## src/rtl/edabk_uart_pkg.sv

```systemverilog
// edabk_uart_pkg: shared FSM states, default payload width and counter width helper
package edabk_uart_pkg;
  localparam int CFG_DATA_WIDTH = 8;
  typedef enum logic [1:0] {IDLE, START, BUSY, GAP} arb_state_e;
  // a zero-length count still needs a one-bit register
  function automatic int cnt_w(input int n);
    return n > 0 ? $clog2(n + 1) : 1;
  endfunction
endpackage

```

## src/rtl/edabk_rr_picker.sv

```systemverilog
// edabk_rr_picker: combinational round-robin winner search starting at rr_ptr
//   req/rr_ptr/enable in; win_oh (one-hot), win_idx, win_valid out
module edabk_rr_picker #(
  parameter int N_REQ = 4,
  localparam int IW = $clog2(N_REQ)
) (
  input  logic [N_REQ-1:0] req,
  input  logic [IW-1:0]    rr_ptr,
  input  logic             enable,
  output logic [N_REQ-1:0] win_oh,
  output logic [IW-1:0]    win_idx,
  output logic             win_valid
);
  // scan from the far end so the position nearest rr_ptr is written last and wins
  always_comb begin
    win_idx = '0;
    for (int i = N_REQ - 1; i >= 0; i--)
      if (req[(int'(rr_ptr) + i) % N_REQ]) win_idx = IW'((int'(rr_ptr) + i) % N_REQ);
    win_valid = enable & |req;
    win_oh = '0;
    win_oh[win_idx] = win_valid;
  end
endmodule

```

## src/rtl/edabk_tx_arbiter.sv

```systemverilog
// edabk_tx_arbiter: round-robin sharing of one UART transmitter among N_REQ requesters
//   in : bclk, reset, enable, req, req_data, req_parity, tx_finish
//   out: ack, err, gnt, busy, tx_start, tx_data, tx_parity (all registered)
module edabk_tx_arbiter
  import edabk_uart_pkg::*;
#(
  parameter int N_REQ          = 4,
  parameter int DATA_WIDTH     = CFG_DATA_WIDTH,
  parameter int GAP_CYCLES     = 16,
  parameter int TIMEOUT_CYCLES = 1024
) (
  input  logic                        bclk,
  input  logic                        reset,
  input  logic                        enable,
  input  logic [N_REQ-1:0]            req,
  input  logic [N_REQ*DATA_WIDTH-1:0] req_data,
  input  logic [N_REQ-1:0]            req_parity,
  output logic [N_REQ-1:0]            ack,
  output logic [N_REQ-1:0]            err,
  output logic [N_REQ-1:0]            gnt,
  output logic                        busy,
  output logic                        tx_start,
  output logic [DATA_WIDTH-1:0]       tx_data,
  output logic                        tx_parity,
  input  logic                        tx_finish
);
  localparam int IW = $clog2(N_REQ);
  localparam int TW = cnt_w(TIMEOUT_CYCLES);
  localparam int GW = cnt_w(GAP_CYCLES);
  arb_state_e state_q, state_d;
  logic [N_REQ-1:0] gnt_q, gnt_d, ack_q, ack_d, err_q, err_d, win_oh;
  logic [DATA_WIDTH-1:0] tx_data_q, tx_data_d;
  logic tx_start_q, tx_start_d, tx_parity_q, tx_parity_d, busy_q, busy_d, win_valid, done;
  logic [IW-1:0] idx_q, idx_d, rr_q, rr_d, win_idx;
  logic [TW-1:0] tcnt_q, tcnt_d;
  logic [GW-1:0] gcnt_q, gcnt_d;
  edabk_rr_picker #(.N_REQ(N_REQ)) u_picker (
    .req(req), .rr_ptr(rr_q), .enable(enable),
    .win_oh(win_oh), .win_idx(win_idx), .win_valid(win_valid)
  );
  // finish has priority over timeout, so err only flags a genuine abort
  assign done = tx_finish || tcnt_q == TW'(TIMEOUT_CYCLES - 1);
  always_comb begin
    state_d = state_q;
    gnt_d = gnt_q;
    ack_d = '0;
    err_d = '0;
    tx_start_d = 1'b0;
    tx_data_d = tx_data_q;
    tx_parity_d = tx_parity_q;
    idx_d = idx_q;
    rr_d = rr_q;
    tcnt_d = tcnt_q;
    gcnt_d = gcnt_q;
    case (state_q)
      IDLE: if (win_valid) begin
        state_d = START;
        gnt_d = win_oh;
        idx_d = win_idx;
        tx_start_d = 1'b1;
        tx_data_d = req_data[win_idx*DATA_WIDTH +: DATA_WIDTH];
        tx_parity_d = req_parity[win_idx];
      end
      START: begin
        state_d = BUSY;
        tcnt_d = '0;
      end
      BUSY: begin
        tcnt_d = tcnt_q + TW'(1);
        if (done) begin
          ack_d = gnt_q;
          err_d = tx_finish ? '0 : gnt_q;
          rr_d = idx_q == IW'(N_REQ - 1) ? '0 : idx_q + IW'(1);
          gnt_d = '0;
          gcnt_d = '0;
          state_d = GAP_CYCLES > 0 ? GAP : IDLE;
        end
      end
      default: begin
        gcnt_d = gcnt_q + GW'(1);
        state_d = gcnt_q == GW'(GAP_CYCLES - 1) ? IDLE : GAP;
      end
    endcase
    busy_d = state_d != IDLE;
  end
  always_ff @(posedge bclk) begin
    if (reset) begin
      state_q <= IDLE;
      gnt_q <= '0;
      ack_q <= '0;
      err_q <= '0;
      tx_start_q <= 1'b0;
      tx_data_q <= '0;
      tx_parity_q <= 1'b0;
      busy_q <= 1'b0;
      idx_q <= '0;
      rr_q <= '0;
      tcnt_q <= '0;
      gcnt_q <= '0;
    end else begin
      state_q <= state_d;
      gnt_q <= gnt_d;
      ack_q <= ack_d;
      err_q <= err_d;
      tx_start_q <= tx_start_d;
      tx_data_q <= tx_data_d;
      tx_parity_q <= tx_parity_d;
      busy_q <= busy_d;
      idx_q <= idx_d;
      rr_q <= rr_d;
      tcnt_q <= tcnt_d;
      gcnt_q <= gcnt_d;
    end
  end
  assign gnt = gnt_q;
  assign ack = ack_q;
  assign err = err_q;
  assign busy = busy_q;
  assign tx_start = tx_start_q;
  assign tx_data = tx_data_q;
  assign tx_parity = tx_parity_q;
endmodule

```

## config.mk

```make
export PLATFORM = sky130hd
export DESIGN_NAME = edabk_tx_arbiter
export DESIGN_NICKNAME = d
export VERILOG_FILES = /design/src/rtl/edabk_uart_pkg.sv /design/src/rtl/edabk_rr_picker.sv /design/src/rtl/edabk_tx_arbiter.sv
export SDC_FILE = /design/constraint.sdc
export NUM_CORES = 1
export LEC_CHECK = 0
export ABC_AREA = 1
export BUFFER_PORTS_ARGS = -buffer_cell sky130_fd_sc_hd__buf_2
export CAP_MARGIN = 0
export CORE_MARGIN = 8
export CORE_UTILIZATION = 53
export CTS_BUF_LIST = sky130_fd_sc_hd__clkbuf_4 sky130_fd_sc_hd__clkbuf_8
export DETAILED_ROUTE_END_ITERATION = 16
export PLACE_DENSITY_LB_ADDON = 0.15
export SYNTH_ARGS = -nofsm -noshare
export SYNTH_HDL_FRONTEND = slang
export SYNTH_SLANG_ARGS = --single-unit
```

## constraint.sdc

```tcl
create_clock -name bclk -period 2.5 [get_ports bclk]
set_input_delay 0.5 -clock bclk [delete_from_list [all_inputs] [get_ports bclk]]
set_output_delay 0.5 -clock bclk [all_outputs]
set_load 0.005 [all_outputs]
```

Word level (Yosys, flattened, before mapping)
Index checks and enable logic that the tools add are counted.
{"block": "totals", "word_cells": 90, "latch_bits": 0, "n_memories": 0, "input_bits": 44, "ramBits": 0, "mem_bits_ro": 0, "reg_bits": 45, "output_inout_bits": 23}
{"block": "op_classes", "n_bitwise": 9, "mux": 31, "order_cmp": 6, "n_addsub": 6, "n_reduce_logical": 18, "multipliers": 0, "eq_ne": 7, "div": 0, "shift": 1}
{"cell": "indexed part select 32 x 6 -> 8 bit", "count": 1}
{"cell": "one-hot mux 11 bit (2 select lines)", "count": 1}
{"cell": "2-to-1 mux 2 bit", "count": 8}
{"cell": "less-than comparator 3 x 4 -> 1 bit (second input constant)", "count": 3}
{"cell": "adder 11 x 1 -> 11 bit (second input constant)", "count": 1}
{"cell": "equality test 11 x 10 -> 1 bit (second input constant)", "count": 1}
{"cell": "binary-select mux 1 bit (select 2 bit)", "count": 5}
{"cell": "2-to-1 mux 1 bit", "count": 10}
{"cell": "one-hot mux 5 bit (2 select lines)", "count": 1}
{"cell": "OR reduction 2 bit", "count": 5}
{"cell": "2-to-1 mux 4 bit", "count": 2}
{"cell": "one-hot mux 4 bit (2 select lines)", "count": 1}
{"cell": "OR reduction 4 bit", "count": 2}
{"cell": "less-than comparator 2 x 3 -> 1 bit (second input constant)", "count": 2}
{"cell": "one-hot mux 2 bit (3 select lines)", "count": 1}
{"cell": "AND reduction 2 bit", "count": 3}
{"cell": "nonzero test 2 bit", "count": 3}
{"cell": "adder 5 x 1 -> 5 bit (second input constant)", "count": 1}
{"cell": "equality test 5 x 4 -> 1 bit (second input constant)", "count": 1}
{"cell": "2-to-1 mux 5 bit", "count": 1}
{"cell": "adder 2 x 1 -> 2 bit (second input constant)", "count": 2}
{"cell": "adder 2 bit (second input constant)", "count": 2}
{"cell": "AND 4 bit", "count": 1}
{"cell": "equality test 2 bit (second input constant)", "count": 2}
{"cell": "other kinds (13)", "count": 18}

Logic depth before layout (Yosys ltp)
Gate-level depths: netlist (run 1).
{"block": "depth", "ltp_word": 17, "depth_mapped": 15, "mapped_depth_nobuf": 15}

By module
A second synthesis (run 1) with hierarchy kept.
{"block": "hier_totals", "hier_cells": 349, "hier_area_um2": 2362.3}
{"mod": "edabk_tx_arbiter", "cells_each": 298, "seq_area_each_um2": 900.9, "instances": 1, "area_each_um2": 2114.5}
{"mod": "edabk_rr_picker", "cells_each": 51, "seq_area_each_um2": 0.0, "instances": 1, "area_each_um2": 247.7}

Least setup slack after synthesis (run 1)
No wires, ideal clock.
{"block": "synth_path", "kind": "register -> register", "start": "reg state_q[0]", "end": "reg tcnt_q[9]", "path_buffers": 0, "setup_time_ps": 114, "required_time_ps": 2386, "path_stages_with_launch": 14, "path_slack_ps": 641, "arrival_time_ps": 1745, "cell_sequence": "dfxtp_1 -> inv_1 -> ha_1 -> nand2_1 -> nor2_1 -> nand2_1 -> nor2_1 -> inv_1 -> nor2_1 -> nand2_1 -> nor2_1 -> nand2_1 -> xor2_1 -> nor2_1"}
{"block": "synth_via", "elab_chain_cells": 2}
{"element": "start, declared", "line_no": "edabk_tx_arbiter.sv:30", "rtl": "arb_state_e state_q, state_d;"}
{"element": "start signal, assigned", "line_no": "edabk_tx_arbiter.sv:101", "rtl": "state_q <= state_d;"}
{"element": "equality test 2 bit or equality test 2 x 1 -> 1 bit (tied branches)", "line_no": "edabk_tx_arbiter.sv:55", "rtl": "case (state_q)"}
{"element": "one-hot mux 11 bit (2 select lines) or nonzero test 2 bit (tied branches)"}
{"element": "end signal, assigned", "line_no": "edabk_tx_arbiter.sv:111", "rtl": "tcnt_q <= tcnt_d;"}
{"element": "end, declared", "line_no": "edabk_tx_arbiter.sv:35", "rtl": "logic [TW-1:0] tcnt_q, tcnt_d;"}
Parallel ways exist; a longest one is shown, timed or not.
A chain may end at the register's enable or synchronous reset.

Final worst setup path (run 1)
Ends and elaborated chain as after synthesis.

==> impl_metrics.csv, run 1 <==
group,metric,value,unit
timing,finalSetupTns,0,ps
worst_hold_path,hold_class,"in -> reg",
power_and_ir_drop,ir_worst_vdd,489,uV
die,die_h,81.5,um
cells_and_area,nets,458,
placement,portBuffers,66,
critical_path,reg2reg_from,"state_q[0]",
drt,drcViolationCount,0,
clock_tree,cts_tree,"yes",
worst_hold_path,min_path_cells,2,
clock_tree,cts_num_sinks,45,
cells_and_area,diodes,0,
critical_path,required,2690,ps
grt,grt_pass1_wl,9640,um
grt,antenna_found_initial,0,
drt,first_pass_iters,4,
drt,viasPerCell,5.05,
synth,synth_top_family_by_area,"simple AND/OR/NAND/NOR gates",
synth,syn_avg_cell_area,6.67,um2
clock_tree,cts_buffer_depth,2,
clock_tree,clk_pin_slew_worst_paths,80,ps
drt,wl_per_cell,12.1,um
placement,post-place-ws,343,ps
timing,tightestPinTransition,453,ps
synth,synth_compound_area_share,9.74,%
synth,synth.most_common_cell,"nand2_1",
timing,skew,9.07,ps
grt,overflow,0,
grt,grt_use_total,17.6,%
synth,synth-edff-count,0,
clock_tree,cts-root-buf,"clkbuf_8",
critical_path,worstRegToRegCells,13,
placement,dp_hpwl,4260,um
synth,yosys-top-cells-area,"dfxtp_1 (40%), nand2_1 (14%), nand3_1 (9.5%), nor2_1 (8.4%), inv_1 (5.4%)",
worst_hold_path,hp-start,"tx_finish",
power_and_ir_drop,power.density,912,nW/um2
synth,synth_common_cells,"nand2_1 (82), nor2_1 (51), dfxtp_1 (45)",
cells_and_area,fin_cells,459,
clock_tree,hold_buffers,0,
clock_tree,ctsResizeCount,0,
synth,synth_fa_ha_area_share,4.40,%
synth,muxShareOfSynthArea,0,%
synth,yosysTopAreaCellShare,39.6,%
critical_path,cp_max_fo,7,
critical_path,startpoint_type,"flip-flop",
drt,wirelength,5550,um
die,start_util,53.7,%
synth,synth_cells,341,
timing,slew_violations,0,
drt,dr_total_vias,2317,
synth,synth-seq-area-share,39.6,%
die,pin_count,67,
critical_path,critPathCaptureType,"flip-flop",
timing,finalCritPeriodShare,85.2,%
synth,synth-seq-cells,45,
power_and_ir_drop,power_leakage,1.29,nW
die,die_x,81.5,um
die,dieArea,6640,um2
timing,rsz0062_at_grt,"false",
timing,fin_ws,371,ps
die,rows,24,
timing,min_period,2130,ps
timing,setup-violations-final,0,
timing,fmax,470,MHz
status,status,"completed",
synth,async_reset_ff_share,0,%
worst_hold_path,min_to,"err[2]",
timing,hold_violations,0,
clock_tree,htree_levels,2,
clock_tree,postCtsSetupBuffers,0,
drt,ant_nets,0,
synth,synth_area_leader_cell,"dfxtp_1",
cells_and_area,n_fill_cell,406,
synth,synth_ff_type,"dfxtp_1",
cells_and_area,drive_gt1_share,20.9,%
grt,grt_pass1_vias,2299,
synth,syn_nets,393,
timing,relSlewSlack,69.8,%
drt,drt_iter0_markers,165,
clock_tree,cts_buffers,5,
critical_path,worst-setup-path-type,"reg -> reg",
synth,synth_warnings,0,
clock_tree,clk_latency,290,ps
placement,dp_cells,451,
synth,synth-simple-area-share,37.4,%
critical_path,r2r_slack,370,ps
grt,grt_max_degree,22,
run,drv_cap,0,
synth,yosys.cell_types.count,23,
synth,synth-xor-area-share,0.770,%
critical_path,worstPathArrival,2320,ps
die,core_area,4230,um2
critical_path,r2r_end,"tcnt_q[9]",
cells_and_area,areaGrowthSynthToFinish,19.5,%
placement,gp_congestion,0.819,
synth,netlist_area,2270,um2
[registers in the layout, indices dropped and copies added (netlist names)]
register and count:
err 4, gnt 4, tx_data 8, tcnt_q 11
busy 1, rr_q 2, tx_start 1, state_q 2
idx_q 2, gcnt_q 5, ack 4, tx_parity 1
[logic make-up after synthesis]
group,Yosys count
xor+xnor,2
simple gates,197
buf+inv,46
compound gates,43
flops,45
fa+ha+maj,8
[report_power, final]
group | internal, W | switching [W]
registers | 0.000844 | 0.0000846
clock network | 0.000205 | 0.000227
logic | 0.000384 | 0.000735
[cell usage in the layout (no fill, tap or decap), types with 2 or more instances in the layout]
cell type / synthesis / final
clkinv_2: 0 / 2
o21ai_0: 22 / 22
clkbuf_8: 0 / 5
buf_2: 3 / 66
inv_2: 4 / 4
nand2_2: 2 / 2
nor2_2: 2 / 2
nand3_1: 43 / 43
nor2_1: 51 / 51
nand4_1: 5 / 5
nor3_1: 8 / 8
dfxtp_1: 45 / 45
ha_1: 8 / 8
xor2_1: 2 / 2
nand2_1: 82 / 82
inv_1: 33 / 33
a21oi_1: 19 / 19
[area by class of cell]
type                    instances  area, um2  area share [%]
multi-input cells             250       1190            43.8
flip-flops and latches         45        901            33.1
repair buffers                 67        338            12.4
inverters                      37        139            5.11
clock buffers                   6       76.3            2.81
well taps                      52       65.1            2.39
clock inverters                 2       10.0           0.368
[layer usage]
layer	routed length [um]	share of wire [%]	up-vias	GRT usage, %
li1	-	-	1234	-
met1	2500	45	1010	21.4
met2	2670	48	71	30.7
met3	358	6.5	2	4.60
met4	14	0.25	0	3.21
met5	0	0	-	0
[how the worst max path moves through the flow]
stage / slack (ps) / cells past startpoint / startpoint / endpoint
after floorplan: 640 / 13 / state_q[0] / tcnt_q[9]
after global routing: 70 / 13 / state_q[0] / tcnt_q[9]
after detailed placement: 340 / 14 / req[1] / tx_data[1]
final: 370 / 13 / state_q[0] / tcnt_q[9]
after CTS: 380 / 13 / state_q[0] / tcnt_q[9]
after global placement: 440 / 14 / req[1] / tx_data[0]
[critical path, cell delays in order, from the launching register on]
cell     delay (ps)
dfxtp_1         410
inv_1            90
ha_1            400
nand2_1          90
nor2_1          150
nand2_1          70
nor2_1          120
inv_1            50
nor2_1          170
nand2_1          70
nor2_1          140
nand2_1          80
xor2_1          130
nor2_1           50
[through the flow]
| step | power, W | hold WS (ps) | util [%] | cell area, um2 |
|---|---|---|---|---|
| 3_3_place_gp | 0.00204 | 460 | 62.2 | 2630 |
| 4_1_cts | 0.00249 | 443 | 64.2 | 2720 |
| 3_5_place_dp | 0.00206 | 467 | 62.2 | 2630 |
| 5_1_grt | 0.00271 | 457 | 64.2 | 2720 |
| 2_1_floorplan | 0.00177 | 452 | - | 2270 |
| 6_report | 0.00248 | 445 | 64.2 | 2720 |
(Power assumes the default switching activity.)
==> inputs of run 2 (changes only) <==
ABC_AREA = default   (was 1)
==> run 2 against run 1 <==
Against the previous run:
- clock power grew 10%
- sequential share of layout area grew 0.57 points
- clock skew shrank 3.5 ps
- critical path depth shrank 8
==> impl_metrics.csv, run 2 <==
group,metric,value,unit
synth,synth-seq-cells,45,
synth,syn_nets,289,
synth,synth_ff_type,"dfxtp_1",
synth,yosys-top-cells-area,"dfxtp_1 (40%), mux2i_1 (4.9%), ha_1 (4.5%), nor2_1 (3.9%), a221oi_1 (3.5%)",
grt,overflow,0,
drt,first_pass_iters,4,
power_and_ir_drop,ir_worst_vdd,464,uV
clock_tree,cts_buffer_depth,2,
synth,netlist_area,2230,um2
clock_tree,cts-root-buf,"clkbuf_8",
placement,portBuffers,66,
synth,syn_avg_cell_area,9.43,um2
synth,yosys.cell_types.count,56,
die,start_util,55.5,%
clock_tree,ctsResizeCount,0,
timing,fmax,519,MHz
timing,finalSetupTns,0,ps
cells_and_area,nets,352,
cells_and_area,fin_cells,351,
grt,antenna_found_initial,0,
cells_and_area,mostFrequentLayoutCells,"buf_2 (66), dfxtp_1 (45), nor2_1 (23), nand2_1 (13)",
timing,skew,5.52,ps
drt,wirelength,5090,um
critical_path,cp_max_fo,20,
drt,wl_per_cell,14.5,um
critical_path,startpoint_type,"flip-flop",
grt,grt_pass1_wl,8750,um
status,status,"completed",
timing,min_period,1930,ps
drt,drcViolationCount,0,
drt,viasPerCell,5.60,
critical_path,critPathCaptureType,"flip-flop",
placement,dp_hpwl,3870,um
synth,synth-seq-area-share,40.3,%
power_and_ir_drop,power.density,807,nW/um2
clock_tree,clk_latency,290,ps
clock_tree,cts_tree,"yes",
synth,synth_warnings,0,
die,dieArea,6550,um2
timing,finalCritPeriodShare,77.1,%
clock_tree,hold_buffers,0,
timing,setup-violations-final,0,
drt,drt_iter0_markers,40,
placement,dp_cells,343,
grt,grt_pass1_vias,2061,
cells_and_area,drive_gt1_share,28.9,%
synth,synth-edff-count,0,
die,die_x,80.9,um
cells_and_area,final_cell_area,2670,um2
die,pin_count,67,
timing,rsz0062_at_grt,"false",
cells_and_area,largest-register,"tcnt_q",
clock_tree,cts_num_sinks,45,
worst_hold_path,hold_class,"reg -> reg",
timing,holdWs,471,ps
synth,yosysTopAreaCellShare,40.3,%
cells_and_area,areaGrowthSynthToFinish,19.6,%
synth,synth_area_leader_cell,"dfxtp_1",
run,drv_cap,0,
power_and_ir_drop,power.total,0.00216,W
synth,async_reset_ff_share,0,%
die,die_h,80.9,um
cells_and_area,diodes,0,
timing,hold_violations,0,
clock_tree,clk_pin_slew_worst_paths,80,ps
cells_and_area,largest_reg_flops,11,
grt,grt_use_total,16.3,%
synth,synth_cells,237,
synth,synth.most_common_cell,"dfxtp_1",
timing,relSlewSlack,55.7,%
critical_path,required,2710,ps
grt,grt_max_degree,21,
drt,ant_nets,0,
drt,dr_total_vias,1965,
power_and_ir_drop,power_leakage,1.16,nW
clock_tree,htree_levels,2,
synth,synth_common_cells,"dfxtp_1 (45), nor2_1 (23), nand2_1 (13)",
clock_tree,cts_buffers,5,
die,core_area,4030,um2
clock_tree,postCtsSetupBuffers,0,
timing,slew_violations,0,
die,rows,23,
critical_path,worstPathArrival,2140,ps
critical_path,worst-setup-path-type,"reg -> reg",
timing,tightestPinTransition,660,ps
cells_and_area,layout_commonest_cell,"buf_2",
placement,placed_cell_area,2570,um2
placement,gp_congestion,0.789,
[run 2: cell types whose count changed after synthesis, moves of 11 or more]
cell / previous run / this run
nand2_1: 82 / 13
nand3_1: 43 / 4
nor2_1: 51 / 23
inv_1: 33 / 8
a21oi_1: 19 / 8
mux2i_1: 0 / 11
o21ai_0: 22 / 11
[run 2: final cells by class]
type | instances | area (um2)
clock buffer | 7 | 96.3
clock inverter | 1 | 5.00
fill | 374 | 1360
inverter | 8 | 30.0
multi-input combinational | 172 | 1230
sequential | 45 | 901
tap | 50 | 62.6
timing repair buffer | 68 | 345
[run 2: worst max-delay path, stage by stage (launching register included)]
cell	delay [ps]
dfxtp_1	360
inv_1	90
ha_1	380
o311a_1	650
o21ai_0	170
o22ai_1	200
[run 2: logic make-up (layout without fill, tap and decap cells)]
| kind of cell | Yosys count | count (layout) | synth area share [%] |
|---|---|---|---|
| AOI/OAI and AO/OA | 71 | 71 | 24.7 |
| and+or+nand+nor | 71 | 71 | 16.7 |
| DFF | 45 | 45 | 40.3 |
| buffers and inverters | 20 | 84 | 4.54 |
| xor gates and xnor gates | 11 | 11 | 4.31 |
| muxes | 11 | 11 | 4.93 |
| adders and majority gates | 8 | 8 | 4.48 |
[run 2: path summary, 6_finish.rpt]
kind | start | to | slack, ps | cells after the start
worst max-delay path | state_q[0] | tx_data[6] | 570 | 5
worst min-delay path | gcnt_q[4] | gcnt_q[4] | 470 | 2
worst max register to register | state_q[0] | tx_data[6] | 570 | 5
worst min register to register | gcnt_q[4] | gcnt_q[4] | 470 | 2
[run 2: through the flow]
stage | setup slack [ps] | utilization, %
after floorplan | 648 | -
after global placement | 481 | 63.8
after detailed placement | 458 | 63.8
after CTS | 556 | 66.3
after global routing | 374 | 66.3
final | 571 | 66.3
[run 2: power breakdown]
| group | switching, W | internal (W) | leakage [nW] |
|---|---|---|---|
| Sequential | 0.0000815 | 0.000823 | 0.366 |
| Combinational | 0.000475 | 0.000303 | 0.743 |
| Clock | 0.000225 | 0.000250 | 0.0542 |
| Total | 0.000782 | 0.00138 | 1.16 |
[run 2: metal layers]
layer | vias to the layer above | wire (um) | part of all wire, % | track usage (%)
li1 | 997 | - | - | -
met1 | 908 | 2290 | 45 | 18.2
met5 | - | 0 | 0 | 0
met2 | 52 | 2430 | 48 | 28.6
met3 | 8 | 290 | 5.7 | 5.19
met4 | 0 | 78 | 1.5 | 5.18
==> inputs of run 3 (changes only) <==
clock period = 1.8 ns   (was 2.5 ns; I/O delays follow)
==> run 3 against run 2 <==
Against the previous run:
- global-route usage up 1.6 points
- wire length grew 9.3%
- critical path depth is 3 higher
- sequential share of layout area is 2.3 points lower
- final area is 7.4% higher
- core utilization up 4.9 points
- first-iteration DRC count grew to 3.1 times the previous value
- clock power rose by 55%
- hold slack worse by 130 ps
- sequential power rose by 36%
- combinational power grew 63%
- critical path type unchanged
==> impl_metrics.csv, run 3 (synthesized netlist as in run 2, its figures left out) <==
group,metric,value,unit
cells_and_area,diodes,0,
timing,fin_ws,98.1,ps
die,die_h,80.9,um
timing,finalSetupTns,0,ps
placement,post-place-ws,27.2,ps
grt,grt_use_met3,5.96,%
die,die_x,80.9,um
die,rows,23,
clock_tree,clk_pin_slew_worst_paths,80,ps
cells_and_area,largest-register,"tcnt_q",
worst_hold_path,hp-start,"req_data[18]",
clock_tree,cts_buffers,5,
timing,rsz0062_at_grt,"false",
clock_tree,cts_tree,"yes",
drt,drcViolationCount,0,
power_and_ir_drop,sw_frac_of_total,35.0,%
grt,grt_use_total,17.8,%
drt,first_pass_iters,4,
run,drv_cap,0,
drt,drt_iter0_markers,123,
power_and_ir_drop,p_int,0.00211,W
power_and_ir_drop,ir_worst_vdd,664,uV
grt,grt_pass1_vias,2129,
status,status,"completed",
critical_path,crit_chain,"ha_1 -> nand3_2 -> nor4_4 -> buf_6 -> o21ai_4 -> o31ai_4 -> buf_4 -> a21oi_1",
die,dieArea,6550,um2
clock_tree,cts_buffer_depth,2,
critical_path,required,2000,ps
grt,met1_usage,20.2,%
cells_and_area,post-route-util,71.3,%
clock_tree,postCtsSetupBuffers,0,
placement,placed_cell_area,2760,um2
critical_path,critical_path.top_delay_family,"simple AND/OR/NAND/NOR gates",
drt,ant_nets,0,
critical_path,critPathCaptureType,"flip-flop",
timing,hold_violations,0,
die,start_util,55.5,%
clock_tree,htree_levels,2,
power_and_ir_drop,power.switching,0.00114,W
drt,dr_total_vias,2067,
grt,overflow,0,
critical_path,startpoint_type,"flip-flop",
cells_and_area,final_cell_area,2870,um2
cells_and_area,nets,372,
placement,gp_congestion,0.839,
critical_path,setup.worst_path.start,"tcnt_q[0]",
timing,setup-violations-final,0,
grt,grt_use_met2,30.6,%
timing,relSlewSlack,49.6,%
cells_and_area,seq_area,901,um2
clock_tree,clk_latency,300,ps
placement,portBuffers,66,
timing,skew,3.49,ps
clock_tree,cts-root-buf,"clkbuf_8",
grt,grt_max_degree,19,
grt,antenna_found_initial,0,
cells_and_area,mostFrequentLayoutCells,"buf_2 (66), dfxtp_1 (45), nor2_1 (23), buf_4 (18), nand2_1 (13)",
placement,dp_hpwl,4220,um
power_and_ir_drop,p_clk_share,22.7,%
cells_and_area,areaGrowthSynthToFinish,28.5,%
worst_hold_path,hold_class,"in -> reg",
die,core_area,4030,um2
die,pin_count,67,
grt,grt-busiest-layer,"met2",
critical_path,worst-setup-path-type,"reg -> reg",
grt,grt_pass1_wl,9320,um
timing,slew_violations,0,
critical_path,cp_slowest_cell,"dfxtp_1",
cells_and_area,multi_input_area,1240,um2
critical_path,worstPathArrival,1900,ps
clock_tree,cts_num_sinks,45,
cells_and_area,n_fill_cell,337,
power_and_ir_drop,power_frac_comb,39.2,%
drt,wl_per_cell,15.0,um
critical_path,slowest_delay,340,ps
critical_path,path_buf_inv,2,
cells_and_area,layout_commonest_cell,"buf_2",
critical_path,reg2reg_from,"tcnt_q[0]",
timing,tightestPinTransition,756,ps
critical_path,cp_max_fo,6,
cells_and_area,largest_reg_flops,11,
power_and_ir_drop,power_leakage,1.28,nW
timing,fmax,588,MHz
timing,finalCritPeriodShare,94.6,%
drt,wirelength,5560,um
power_and_ir_drop,seq_power_share,38.1,%
power_and_ir_drop,power.density,1130,nW/um2
cells_and_area,drive_gt1_share,33.4,%
drt,viasPerCell,5.59,
timing,min_period,1700,ps
[run 3: changes by cell type in the layout (fill, tap and decap cells not counted)]
cell,previous run,this run
buf_12,0,3
clkbuf_8,7,5
buf_4,2,18
nor3_2,0,1
bufinv_16,0,1
buf_6,0,1
nor3_1,2,1
[run 3: layout make-up]
| type | instances | share of cell area [%] |
|---|---|---|
| Multi-Input combinational cell | 172 | 43.1 |
| Timing Repair Buffer | 88 | 18.7 |
| Sequential cell | 45 | 31.4 |
| Inverter | 8 | 1.05 |
| Clock buffer | 5 | 2.40 |
| Tap cell | 50 | 2.18 |
| Clock inverter | 2 | 1.22 |
[run 3: repair_timing]
| action | 4_1_cts | 5_1_grt |
|---|---|---|
| hold buffers | 0 | 0 |
| endpoints found under the setup margin | 0 | 7 |
| resized for setup | 0 | 2 |
[run 3: power by group through the flow]
stage	sequential (W)	combinational, W	clock, W
6_report	0.00123	0.00127	0.000737
4_1_cts	0.00123	0.00127	0.000750
5_1_grt	0.00126	0.00140	0.000803
3_3_place_gp	0.00125	0.00123	0
3_5_place_dp	0.00126	0.00126	0
2_1_floorplan	0.00127	0.000753	0
[run 3: worst paths after layout]
| kind | to | cells after the start | slack, ps |
|---|---|---|---|
| hold / removal | tx_data[2] | 3 | 340 |
| hold reg to reg | gcnt_q[4] | 2 | 470 |
| setup / recovery | gcnt_q[4] | 8 | 100 |
| setup reg to reg | gcnt_q[4] | 8 | 100 |
[run 3: routing by layer]
metal,vias to the layer above,part of all wire [%]
met5,-,0
met4,0,1.6
met3,10,6.2
met2,58,50
met1,963,43
li1,1036,-
[run 3: metrics by stage]
stage	total power [W]	instances	hold slack [ps]
detailed placement	0.00252	363	468
global route	0.00346	370	346
finish	0.00324	370	340
CTS	0.00325	370	342
global placement	0.00248	363	441
floorplan	0.00202	237	435
[run 3: worst register-to-register path, delay by kind of cell, from the launching register on]
| family | cells | cell delay [ps] |
|---|---|---|
| flip-flops | 1 | 340 |
| AND/OR/NAND/NOR | 2 | 420 |
| buffers and inverters | 2 | 320 |
| AO/OA/AOI/OAI | 3 | 330 |
| adder cells (fa/ha/maj) | 1 | 200 |
